[src/rtl/fxp_sqrt.sv]
// fxp_sqrt: sequential signed fixed-point square root, one root bit per cycle.
// out_C = floor(sqrt(in_A * 2^Q)); negative radicands are flagged through out_neg.
module fxp_sqrt #(
  parameter int N = 32,
  parameter int Q = 16
) (
  input  logic         clk,
  input  logic         rstn,
  input  logic         in_valid,
  input  logic [N-1:0] in_A,
  output logic         out_valid,
  output logic [N-1:0] out_C,
  output logic         out_neg,
  output logic         out_busy
);
  localparam int K = (N + Q) / 2;
  localparam int CW = $clog2(K + 1);
  localparam logic [1:0] IDLE = 2'd0;
  localparam logic [1:0] CALC = 2'd1;
  localparam logic [1:0] DONE = 2'd2;
  logic [1:0] state;
  logic [N+Q-1:0] rad;
  logic [K+2:0] rem, acc, trial, nxt_rem;
  logic [K-1:0] root, nxt_root;
  logic [CW-1:0] cnt;
  logic fit;
  // Bring down the next radicand digit pair and try appending a 1 to the root.
  always_comb begin
    acc = (rem << 2) | {{(K+1){1'b0}}, rad[N+Q-1 -: 2]};
    trial = {1'b0, root, 2'b01};
    fit = acc >= trial;
    nxt_rem = fit ? acc - trial : acc;
    nxt_root = (root << 1) | {{(K-1){1'b0}}, fit};
  end
  assign out_valid = state == DONE;
  assign out_busy = state != IDLE;
  always_ff @(posedge clk or negedge rstn) begin
    if (!rstn) begin
      state <= IDLE;
      rad <= '0;
      rem <= '0;
      root <= '0;
      cnt <= '0;
      out_C <= '0;
      out_neg <= 1'b0;
    end else begin
      case (state)
        IDLE: if (in_valid) begin
          if (in_A[N-1]) begin
            out_neg <= 1'b1;
            out_C <= '0;
            state <= DONE;
          end else begin
            rad <= {in_A, {Q{1'b0}}};
            rem <= '0;
            root <= '0;
            cnt <= CW'(K);
            out_neg <= 1'b0;
            state <= CALC;
          end
        end
        CALC: begin
          rad <= rad << 2;
          rem <= nxt_rem;
          root <= nxt_root;
          cnt <= cnt - CW'(1);
          if (cnt == CW'(1)) begin
            out_C <= N'(nxt_root);
            state <= DONE;
          end
        end
        default: state <= IDLE;
      endcase
    end
  end
endmodule

[config.mk]
export PLATFORM = sky130hd
export DESIGN_NAME = fxp_sqrt
export DESIGN_NICKNAME = d
export VERILOG_FILES = /design/src/rtl/fxp_sqrt.sv
export SDC_FILE = /design/constraint.sdc
export NUM_CORES = 1
export LEC_CHECK = 0
export ABC_AREA = 1
export CAP_MARGIN = 40
export CORE_ASPECT_RATIO = 0.75
export CORE_MARGIN = 4
export CORE_UTILIZATION = 42
export DETAILED_ROUTE_END_ITERATION = 8
export PLACE_DENSITY = 0.59
export SLEW_MARGIN = 5
export SYNTH_ARGS = -nofsm -noshare
export SYNTH_HDL_FRONTEND = slang
export SYNTH_SLANG_ARGS = --single-unit
[constraint.sdc]
create_clock -name clk -period 3 [get_ports clk]
set_clock_uncertainty 0.2 [all_clocks]
set_input_delay 0.6 -clock clk [delete_from_list [all_inputs] [get_ports clk]]
set_output_delay 0.6 -clock clk [all_outputs]
set_load 0.01 [all_outputs]
==> impl_metrics.csv <==
group,metric,value,unit
floorplanning,num_io_pins,70,
grt,gr-total-overflow,0,
grt,grt_first_pass_wirelength,31850,um
sta,finalMaxSlewViolations,0,
sta,setup_violations,0,
sta,tightestPinTransition,0.6045,ns
logic_synthesis,yosysWarnings,0,
final_layout,syn2layout_area_growth,20.22,%
final_layout,final_layout_size_suffix_gt1_share,8.473,%
worst_setup_path,cp_cell_sequence,"ha_1 -> nand2_1 -> nor2_2 -> nand2_2 -> nor2_4 -> nand4_4 -> nand3_4 -> buf_4 -> nand2_1 -> nand3_1 -> o21ai_0",
worst_hold_path,whs_endpoint,"out_C[20]",
grt,first_global_vias,5914,
clocking,cts_num_sinks,113,
worst_setup_path,worst_r2r_endpoint,"rem[2]",
logic_synthesis,synthSimpleGateAreaFrac,26.52,%
final_layout,multi_input_gate_area,3274,um^2
logic_synthesis,synth-xor-area-share,1.508,%
worst_setup_path,slowest_stage,"sky130_fd_sc_hd__ha_1",
place,routability_driven_placement_congestion_ratio,0.9549,
logic_synthesis,dominant_combinational_cell_family_by_area_after_synthesis,"simple AND/OR/NAND/NOR gates",
route,via_per_inst,5.088,
sta,fin_hold_ws,0.2795,ns
run,max-cap-violations,0,
route,drc_errors,0,
worst_setup_path,path_max_fanout,17,
logic_synthesis,yosys.area_share.adder,5.028,%
sta,min_tclk_post_route,2.641,ns
final_layout,diodes,0,
worst_setup_path,critical_path.most_common_cell,"sky130_fd_sc_hd__nand2_1",
grt,grt_usage,21.27,%
route,detail_route.wl_per_cell,15.77,um
logic_synthesis,seq_area_frac_synth,40.58,%
worst_setup_path,r2r_setup_slack,0.36,ns
sta,timing_hold_violations_final,0,
worst_setup_path,reg2reg_depth,11,
clocking,cts_tree,"built",
logic_synthesis,synth-compound-area-share,13.22,%
worst_hold_path,worstHoldStart,"out_C[20]",
clocking,path_clk_slew,0.06,ns
grt,antenna_found_initial,0,
grt,grt_max_degree,63,
sta,total_neg_setup_slack,0,ns
route,first_pass_iters,5,
grt,grt_most_used_layer,"met1",
clocking,clockBufferDepth,2,
clocking,root_buffer,"sky130_fd_sc_hd__clkbuf_16",
worst_setup_path,path_delay_family,"simple AND/OR/NAND/NOR gates",
worst_setup_path,worst-endpoint-arrival,2.70,ns
route,antenna_violation_net_count_after_detailed_routing,0,
floorplanning,die_w,156.7,um
grt,grt_use_met2,29.58,%
floorplanning,initial_utilization,43.10,%
worst_hold_path,min-delay-path-class,"reg -> reg",
worst_setup_path,crit-reg2reg-launch,"rem[14]",
worst_setup_path,critical_path.n_buffers_inverters,1,
outcome,outcome,"finished, final reports clean",
logic_synthesis,syn-cell-area,6968,um^2
floorplanning,dieArea,18740,um^2
worst_setup_path,critPathMaxStageDelay,0.44,ns
logic_synthesis,synth_mux_area_share,0,%
floorplanning,floorplan.rows,40,
final_layout,fillerInstances,1596,
logic_synthesis,synthCells,944,
clocking,cts_inserted_buffers,17,
logic_synthesis,ys_ff_latch,113,
grt,grt_use_met1,34.91,%
sta,grt_setup_unrepaired,"false",
place,place.detailed.hpwl,14070,um
logic_synthesis,postSynthAreaPerCell,7.381,um^2
place,port_buffers,61,
sta,timing.fmax,378.7,MHz
floorplanning,die_height,119.5,um
worst_setup_path,crit_required,3.06,ns
route,route.vias.total,6233,
route,drt_first_iter_violations,462,
logic_synthesis,post_synth_num_cell_types,38,
clocking,clk_lat_worst_skew,0.41,ns
worst_setup_path,crit_path_end_kind,"flop",
worst_hold_path,min_path_cells,2,
clocking,postCtsSetupRepairBufs,0,
clocking,cts_max_level,4,
worst_setup_path,category_of_the_critical_setup_timing_path,"reg -> reg",
sta,fin_crit_sh,88.03,%
sta,timing.slew.headroom,59.70,%
final_layout,layout.nets,1065,
final_layout,mostFrequentLayoutCell,"sky130_fd_sc_hd__nand2_1",
grt,grtUsageMet3,3.497,%
floorplanning,coreArea,16170,um^2
worst_setup_path,worst_setup_path_start_kind,"flop",
final_layout,ff_latch_area,2828,um^2
route,routed_wl,19320,um
final_layout,final_cell_mix,"268 x sky130_fd_sc_hd__nand2_1, 168 x sky130_fd_sc_hd__inv_1, 113 x sky130_fd_sc_hd__dfrtp_1, 60 x sky130_fd_sc_hd__clkdlybuf4s50_1, 53 x sky130_fd_sc_hd__nand3_1",
## through the flow
| stage | utilization, % | area [um^2] | instances | setup WS, ns |
|---|---|---|---|---|
| 5_1_grt | 51.82 | 8377 | 1225 | 0.06579 |
| 3_3_place_gp | 48.19 | 7790 | 1192 | 0.3685 |
| 4_1_cts | 51.82 | 8377 | 1225 | 0.3710 |
| 2_1_floorplan | - | 6994 | 951 | 0.9115 |
| 3_5_place_dp | 48.19 | 7790 | 1192 | 0.3692 |
| 6_report | 51.82 | 8377 | 1225 | 0.3592 |
## final cells by class
class / count / share of cell area (%)
Sequential cell: 113 / 33.76
Clock buffer: 17 / 5.078
Clock inverter: 15 / 1.807
Inverter: 179 / 8.021
Multi-Input combinational cell: 613 / 39.09
Tap cell: 210 / 3.137
Timing Repair Buffer: 78 / 9.111
## what timing repair did
action,4_1_cts,5_1_grt
gates resized for setup,0,0
endpoints found under the hold margin,18,0
hold buffers,1,0
## worst min-delay path, stage by stage (launching register included)
cell and delay (ns):
sky130_fd_sc_hd__dfrtp_1 0.34, sky130_fd_sc_hd__nand2_1 0.05, sky130_fd_sc_hd__o31ai_1 0.05
## synth_stat cells (all sizes together)
master / n / area (um^2)
nand2: 272 / 1028
nor3: 5 / 25.02
o21ai: 53 / 265.3
nand3: 61 / 352.8
xor2: 2 / 17.52
o21bai: 1 / 7.510
buf: 26 / 165.1
o31ai: 22 / 165.2
o221ai: 1 / 8.760
o22ai: 24 / 150.1
or2: 2 / 12.52
dfrtp: 113 / 2828
a21o: 2 / 15.01
o211ai: 29 / 217.7
clkbuf: 20 / 75.07
nor2: 43 / 198.9
conb: 1 / 3.750
and2: 1 / 6.260
nand3b: 2 / 15.01
ha: 28 / 350.3
nand4: 31 / 209.0
a21oi: 16 / 91.34
inv: 179 / 671.9
xnor2: 10 / 87.58
## state kept, by name, summed over array words and instances (netlist names)
register  cells
root         24
rem          25
out_neg       1
state         2
cnt           5
rad          32
out_C        24
## how the worst max path moves through the flow
stage	to	startpoint	cells past startpoint
floorplan	rem[4]	rem[16]	12
global placement	rem[1]	rem[14]	11
detailed placement	rem[6]	rem[14]	11
CTS	rem[2]	rem[14]	11
global route	rem[3]	root[4]	14
finish	rem[2]	rem[14]	11
## kinds of logic after synthesis
logic type,after synthesis
buffers and inverters,225
XOR/XNOR,12
adder cells (fa/ha/maj),28
AND/OR/NAND/NOR,417
flip-flops,113
AO/OA/AOI/OAI,148
other,1
## layer usage
layer,vias to the layer above,part of all wire (%)
met5,-,0
met4,0,0.47
met3,7,5.4
met2,169,41
met1,2917,53
li1,3140,-
Power is left out: the tool's default activity adds up to more than one toggle a clock period on the data nets, which glitch-free logic cannot reach.
